[src/rtl/spi_syn_slave_param.sv]
// spi_syn_slave_param
//   SPI slave with configurable word width, SPI mode (CPOL/CPHA) and bit
//   order. The SPI pins are oversampled in the clk domain. A single-word
//   holding register with a valid/ready handshake feeds the transmit path.
//
// Ports
//   clk, rst_n          fabric clock, asynchronous active-low reset
//   tx_data/tx_valid    word offered for the next transmission
//   tx_ready            holding register empty (write when valid && ready)
//   rx_data             last complete received word
//   rx_valid            one-cycle pulse when rx_data updates
//   tx_underrun         one-cycle pulse when a word starts with no tx data
//   busy                slave is selected (synchronised cs low)
//   sclk, cs, mosi      SPI pins from the master (asynchronous to clk)
//   miso                slave-out data, 0 while not selected
module spi_syn_slave_param #(
  parameter int DATA_W      = 8,
  parameter int CPOL        = 0,
  parameter int CPHA        = 0,
  parameter int MSB_FIRST   = 1,
  parameter int SYNC_STAGES = 2
) (
  input  logic              clk,
  input  logic              rst_n,
  input  logic [DATA_W-1:0] tx_data,
  input  logic              tx_valid,
  output logic              tx_ready,
  output logic [DATA_W-1:0] rx_data,
  output logic              rx_valid,
  output logic              tx_underrun,
  output logic              busy,
  input  logic              sclk,
  input  logic              cs,
  input  logic              mosi,
  output logic              miso
);

  localparam logic SCLK_IDLE   = (CPOL != 0);
  localparam bit   SAMPLE_RISE = (CPOL == CPHA);
  localparam int   CNT_W       = $clog2(DATA_W);
  localparam logic [CNT_W-1:0] LAST_BIT = CNT_W'(DATA_W - 1);

  typedef enum logic {IDLE = 1'b0, ACTIVE = 1'b1} state_t;

  logic [SYNC_STAGES-1:0] sclk_sync, cs_sync, mosi_sync;
  logic                   sclk_d, cs_d;
  logic                   sclk_s, cs_s, mosi_s;
  logic                   sample_edge, shift_edge, cs_fall, cs_rise;

  state_t                 state;
  logic [DATA_W-1:0]      hold_reg, tx_sr, rx_sr;
  logic                   hold_full;
  logic [CNT_W-1:0]       bit_cnt;
  logic                   reload_pend, skip_shift;

  logic                   wr_en, load_now, tx_out_bit;
  logic [DATA_W-1:0]      load_word, rx_next, tx_shifted;

  // Pin synchronisers; the extra sclk/cs registers give edge detection.
  always_ff @(posedge clk or negedge rst_n) begin
    if (!rst_n) begin
      sclk_sync <= {SYNC_STAGES{SCLK_IDLE}};
      cs_sync   <= '1;
      mosi_sync <= '0;
      sclk_d    <= SCLK_IDLE;
      cs_d      <= 1'b1;
    end else begin
      sclk_sync <= {sclk_sync[SYNC_STAGES-2:0], sclk};
      cs_sync   <= {cs_sync[SYNC_STAGES-2:0], cs};
      mosi_sync <= {mosi_sync[SYNC_STAGES-2:0], mosi};
      sclk_d    <= sclk_s;
      cs_d      <= cs_s;
    end
  end

  assign sclk_s = sclk_sync[SYNC_STAGES-1];
  assign cs_s   = cs_sync[SYNC_STAGES-1];
  assign mosi_s = mosi_sync[SYNC_STAGES-1];

  assign sample_edge = SAMPLE_RISE ? (sclk_s & ~sclk_d) : (~sclk_s & sclk_d);
  assign shift_edge  = SAMPLE_RISE ? (~sclk_s & sclk_d) : (sclk_s & ~sclk_d);
  assign cs_fall     = cs_d & ~cs_s;
  assign cs_rise     = ~cs_d & cs_s;

  assign tx_ready   = ~hold_full;
  assign busy       = (state == ACTIVE);
  assign tx_out_bit = (MSB_FIRST != 0) ? tx_sr[DATA_W-1] : tx_sr[0];
  assign miso       = busy & tx_out_bit;

  assign wr_en     = tx_valid & tx_ready;
  // An empty holding register transmits zeros.
  assign load_word = hold_full ? hold_reg : '0;
  assign load_now  = ((state == IDLE) && cs_fall) ||
                     ((state == ACTIVE) && !cs_rise && shift_edge && reload_pend);

  assign rx_next    = (MSB_FIRST != 0) ? {rx_sr[DATA_W-2:0], mosi_s}
                                       : {mosi_s, rx_sr[DATA_W-1:1]};
  assign tx_shifted = (MSB_FIRST != 0) ? {tx_sr[DATA_W-2:0], 1'b0}
                                       : {1'b0, tx_sr[DATA_W-1:1]};

  // Holding register. A write is only accepted when empty, so a write that
  // coincides with a load leaves the new word stored and tx_ready low.
  always_ff @(posedge clk or negedge rst_n) begin
    if (!rst_n) begin
      hold_reg  <= '0;
      hold_full <= 1'b0;
    end else if (wr_en) begin
      hold_reg  <= tx_data;
      hold_full <= 1'b1;
    end else if (load_now) begin
      hold_full <= 1'b0;
    end
  end

  always_ff @(posedge clk or negedge rst_n) begin
    if (!rst_n) begin
      state       <= IDLE;
      tx_sr       <= '0;
      rx_sr       <= '0;
      bit_cnt     <= '0;
      reload_pend <= 1'b0;
      skip_shift  <= 1'b0;
      rx_data     <= '0;
      rx_valid    <= 1'b0;
      tx_underrun <= 1'b0;
    end else begin
      rx_valid    <= 1'b0;
      tx_underrun <= 1'b0;
      case (state)
        IDLE: begin
          if (cs_fall) begin
            state       <= ACTIVE;
            tx_sr       <= load_word;
            tx_underrun <= ~hold_full;
            // With CPHA=1 the first bit is already on miso, so the first
            // shift edge must not advance the register.
            skip_shift  <= (CPHA != 0);
            bit_cnt     <= '0;
            rx_sr       <= '0;
            reload_pend <= 1'b0;
          end
        end
        ACTIVE: begin
          if (cs_rise) begin
            // Abort: any partial word is dropped silently.
            state       <= IDLE;
            tx_sr       <= '0;
            rx_sr       <= '0;
            bit_cnt     <= '0;
            reload_pend <= 1'b0;
            skip_shift  <= 1'b0;
          end else begin
            if (sample_edge) begin
              rx_sr <= rx_next;
              if (bit_cnt == LAST_BIT) begin
                rx_data     <= rx_next;
                rx_valid    <= 1'b1;
                bit_cnt     <= '0;
                reload_pend <= 1'b1;
              end else begin
                bit_cnt <= bit_cnt + CNT_W'(1);
              end
            end
            if (shift_edge) begin
              // After a completed word the next shift edge presents the
              // first bit of the following word instead of shifting.
              if (reload_pend) begin
                tx_sr       <= load_word;
                tx_underrun <= ~hold_full;
                reload_pend <= 1'b0;
              end else if (skip_shift) begin
                skip_shift <= 1'b0;
              end else begin
                tx_sr <= tx_shifted;
              end
            end
          end
        end
        default: state <= IDLE;
      endcase
    end
  end

endmodule
[config.mk]
export PLATFORM = sky130hd
export DESIGN_NAME = spi_syn_slave_param
export DESIGN_NICKNAME = d
export VERILOG_FILES = /design/src/rtl/spi_syn_slave_param.sv
export SDC_FILE = /design/constraint.sdc
export NUM_CORES = 1
export LEC_CHECK = 0
export CAP_MARGIN = 20
export CORE_ASPECT_RATIO = 0.7
export CORE_UTILIZATION = 50
export DETAILED_ROUTE_END_ITERATION = 12
export PLACE_DENSITY = 0.74
export SYNTH_ARGS = -nofsm -noshare
export SYNTH_HDL_FRONTEND = slang
export SYNTH_SLANG_ARGS = --single-unit
[constraint.sdc]
create_clock -name clk -period 3 [get_ports clk]
set_input_delay 0.6 -clock clk [delete_from_list [all_inputs] [get_ports clk]]
set_output_delay 0.6 -clock clk [all_outputs]
set_load 0.01 [all_outputs]
Word-level counts from Yosys, hierarchy flattened:

Index checks and enable logic that the tools add are counted.

* reduce and logical (&&, ||, !) cells: 11
* shifts and indexed selects: 0
* bitwise operators: 13
* $add $sub $neg: 1
* $mul: 0
* div/mod/pow operators: 0
* muxes and demuxes: 41
* $lt $le $gt $ge: 0
* eq/ne operators: 6

Operators with widths (number)
* $mux W8: 6
* $mux W1: 21
* $mux W7: 3
* $pmux W8 S2: 1
* $pmux W7 S2: 1
* $mux W3: 4
* $ne A3 B3 Y1 const B: 3
* $pmux W1 S2: 4
* $not A1 Y1: 7
* $and A1 B1 Y1: 6
* $pmux W3 S2: 1
* $reduce_and A3 Y1: 2
* $logic_and A1 B1 Y1: 4
* $ne A4 B4 Y1 const B: 1
* $reduce_and A4 Y1: 1
* $add A3 B1 Y3 const B: 1
* $eq A3 B3 Y1 const B: 1
* $ne A2 B2 Y1 const B: 1
* $reduce_and A2 Y1: 1
* $reduce_bool A2 Y1: 1
* $logic_not A1 Y1: 1
* $logic_or A1 B1 Y1: 1

* logic and storage cells: 88
* bits of input ports: 14
* bits in registers: 48
* bits in writable memories: 0
* memory bits (read-only): 0
* latch bits: 0
* memories kept: 0

Depth between registers and ports, before layout:

* word-level depth: 9
* mapped depth: 6

Worst setup path after synthesis:

No wires, ideal clock.

* path kind: register to register
* from: reg state (netlist: busy)
* to: reg bit_cnt[0]
* setup slack: 1.425 ns
* arrival: 1.451 ns
* period minus slack after synthesis: 1.575 ns
* stages on the path, launching flop included: 6
* cell sequence: dfrtp_1 buf_6 or3b_4 buf_6 nand2_1 mux2_2

* word-level cells in the longest chain between the ends: 3

Ends and longest elaborated chain
* from (decl): RTL line 50 `state_t state;`
* from (signal assigned): RTL line 117 `state <= IDLE;`
* from (signal assigned): RTL line 132 `state <= ACTIVE;`
* from (signal assigned): RTL line 146 `state <= IDLE;`
* $not A1 Y1
* $ne A2 B2 Y1 (no line)
* $reduce_and A2 Y1 (no line)
* to (signal assigned): RTL line 161 `bit_cnt <= bit_cnt + CNT_W'(1);`
* to (decl): RTL line 53 `logic [CNT_W-1:0] bit_cnt;`

Parallel ways exist; a longest one is shown, timed or not.
A chain may end at the register's enable or synchronous reset.

Final worst setup path:

* from: reg state (netlist: busy)
* to: out miso

* word-level cells in the longest chain between the ends: 1

Ends and longest elaborated chain
* $and A1 B1 Y1: RTL line 88 `assign miso = busy & tx_out_bit;`
* to (decl): RTL line 35 `output logic miso`

No other way between the ends.

==> run_results.csv <==
group,metric,value,unit
clock_tree,clockRootBuffer,"clkbuf_8",
die,start_util,55.1,%
grt,grt_pass1_wl,6.14,mm
timing,hold_ws,98.1,ps
clock_tree,clock_path_buffers,2,
layout,diodes,0,
flow_run,cap_violations,0,
detailed_routing,post_drt_via_cell_ratio,5.63,
timing,tightestPinTransition,734,ps
timing,post-route-period-util,80.5,%
timing,setup_tns,0,ps
worst_setup_path,crit_chain,"and2_1 > clkdlybuf4s50_1",
layout,final_cell_count_no_fill,243,
timing,skew,4.80,ps
layout,multi_input_area,777,sq um
synthesis,synth_fp_nets,184,
timing,layout_setup_ws,585,ps
timing,setup_violations,0,
run_status,status,"finished clean",
clock_tree,h-tree-depth,2,
worst_setup_path,worst-path-max-fanout,20,
clock_tree,clock_latency,300,ps
layout,n_fill_cell,304,
worst_setup_path,cp-start-kind,"flop",
worst_setup_path,critical_path_required,2400,ps
synthesis,synthArstFlopShare,100,%
die,row_count,18,
detailed_routing,routedWlPerCell,15.1,microns
synthesis,yosysTopAreaCell,"dfrtp_1",
synthesis,ys_top_cells_by_count,"44 x dfrtp_1, 18 x mux2_2, 16 x nand2_1",
synthesis,syn_inst,168,
clock_tree,cts_sinks,47,
detailed_routing,finalWirelength,3.66,mm
place,gp_congestion,0.796,
worst_setup_path,crit_path_end_kind,"primary output",
die,core_area,3690,sq um
detailed_routing,drt_iter0_drc,165,
detailed_routing,drtPass1Iterations,4,
timing,max_freq,0.414,GHz
grt,gr-usage-all-layers,18.5,%
worst_setup_path,r2r_cells,4,
die,die_area,4330,sq um
place,place_ws,816,ps
grt,grt_antenna_before_repair,0,
detailed_routing,via_count,1368,
detailed_routing,drcViolationCount,0,
timing,period_needed,2410,ps
power,p_total,1.67,mW
timing,rsz0062_at_grt,"no",
grt,grt_pass1_vias,1307,
min_path,hold_path_class,"input pin to asynchronous set/reset pin",
clock_tree,ctsResizeCount,0,
grt,grt-ovfl-total,0,
die,ios,27,
worst_setup_path,worstPathArrival,1810,ps
power,p_per_area,692,nW/um^2
detailed_routing,ant_nets,0,
synthesis,synth_edf_count,0,
clock_tree,cts_tree,"done",
layout,seqCellArea,1180,sq um
clock_tree,cts_made_buffers,5,
clock_tree,clk_pin_slew,90,ps
timing,relSlewSlack,50.9,%
synthesis,synth-seq-area-share,58.0,%
synthesis,synth_area,2030,sq um
worst_setup_path,crit_slowest_cell,"dfrtp_1",
power,worst_ir_drop_vdd,0.339,mV
worst_setup_path,cpPeakStageDelay,780,ps
layout,layout-drive-gt1-share,22.8,%
timing,final_max_slew_viol_count,0,
grt,grt_max_degree,48,
timing,hold_viol_final,0,
synthesis,synthTopCellsByArea,"dfrtp_1 54%, mux2_2 10%, dfstp_2 3.9%",
layout,synthToLayoutAreaGrowth,18.5,%
die,die_w,78.2,microns
power,leakagePower,1.07,nW
die,fp.dieH,55.4,microns
synthesis,synth_most_common_cell,"dfrtp_1",
place,placed_cells,234,
layout,fin_nets,208,
synthesis,synth.avg_cell_area,12.1,sq um
worst_setup_path,crit_type,"flop to primary output",
place,port_buffers,26,
synthesis,yosysWarnings,0,
synthesis,ys_types,28,
place,dp.final_hpwl,2.47,mm
synthesis,ys_ff_latch,47,
synthesis,synth_top_area_share,54.1,%
clock_tree,cts_hold_buf,0,
clock_tree,cts_setup_buffers,0,
synthesis,ys.flop_type,"dfrtp_1",
metal layers:
layer,global-route usage (%),share of wire [%],vias up
met5,0,0,-
met4,5.03,0.68,0
met3,4.96,5.5,3
met2,26.6,44,39
met1,27.5,50,674
li1,-,-,652
placed cells by master (no fill, tap or decap), types with 2 or more instances in the layout:
cell type / n
o22ai_1: 7
nor2b_1: 9
a21oi_1: 2
clkbuf_8: 5
nor2_1: 2
a21oi_2: 7
dfstp_2: 3
a31oi_1: 7
nand4_1: 9
nand3_1: 10
o21ai_0: 2
clkdlybuf4s50_1: 25
mux2_2: 18
ha_1: 2
o21a_1: 9
dfrtp_1: 44
nor2b_2: 2
nand2_1: 16
worst max-delay path, delay by kind of cell (launching register included):
| kind | cells | cell delay, ps |
|---|---|---|
| DFF | 1 | 780 |
| buffers and inverters | 1 | 520 |
| and+or+nand+nor | 1 | 220 |
worst paths after layout:
path / start / end / slack, ps
max in group asynchronous: rst_n / cs_sync[0] / 2400
worst max-delay path: busy / miso / 590
min in group clk: cs_sync[0] / cs_sync[1] / 360
worst min-delay path: rst_n / tx_sr[5] / 100
worst min register to register: cs_sync[0] / cs_sync[1] / 360
worst max register to register: sclk_sync[1] / rx_data[7] / 970
cells by family (layout without fill, tap and decap cells):
| family | Yosys count | in the layout | share of synthesized area, % |
|---|---|---|---|
| AOI/OAI and AO/OA | 36 | 36 | 12.8 |
| DFF | 47 | 47 | 58.0 |
| muxes | 18 | 18 | 9.96 |
| adders and majority gates | 2 | 2 | 1.23 |
| buffers and inverters | 11 | 36 | 3.81 |
| and+or+nand+nor | 54 | 54 | 14.2 |
through the flow:
step,instance area [sq um],util [%]
2_1_floorplan,2030,-
6_report,2410,65.3
3_5_place_dp,2280,61.7
5_1_grt,2410,65.3
3_3_place_gp,2280,61.7
4_1_cts,2390,64.7
where the power goes:
group	leakage [nW]	total [mW]	switching [mW]	internal [mW]
clock network	0.0581	0.460	0.212	0.248
registers	0.591	0.900	0.148	0.751
logic	0.417	0.309	0.129	0.181
cell type report:
type | instances | area share (%)
inverters | 1 | 0.156
well taps | 50 | 2.59
clock inverters | 3 | 1.82
flip-flops and latches | 47 | 48.9
multi-input cells | 110 | 32.2
clock buffers | 5 | 2.85
repair buffers | 27 | 11.4
(Power assumes the default switching activity.)
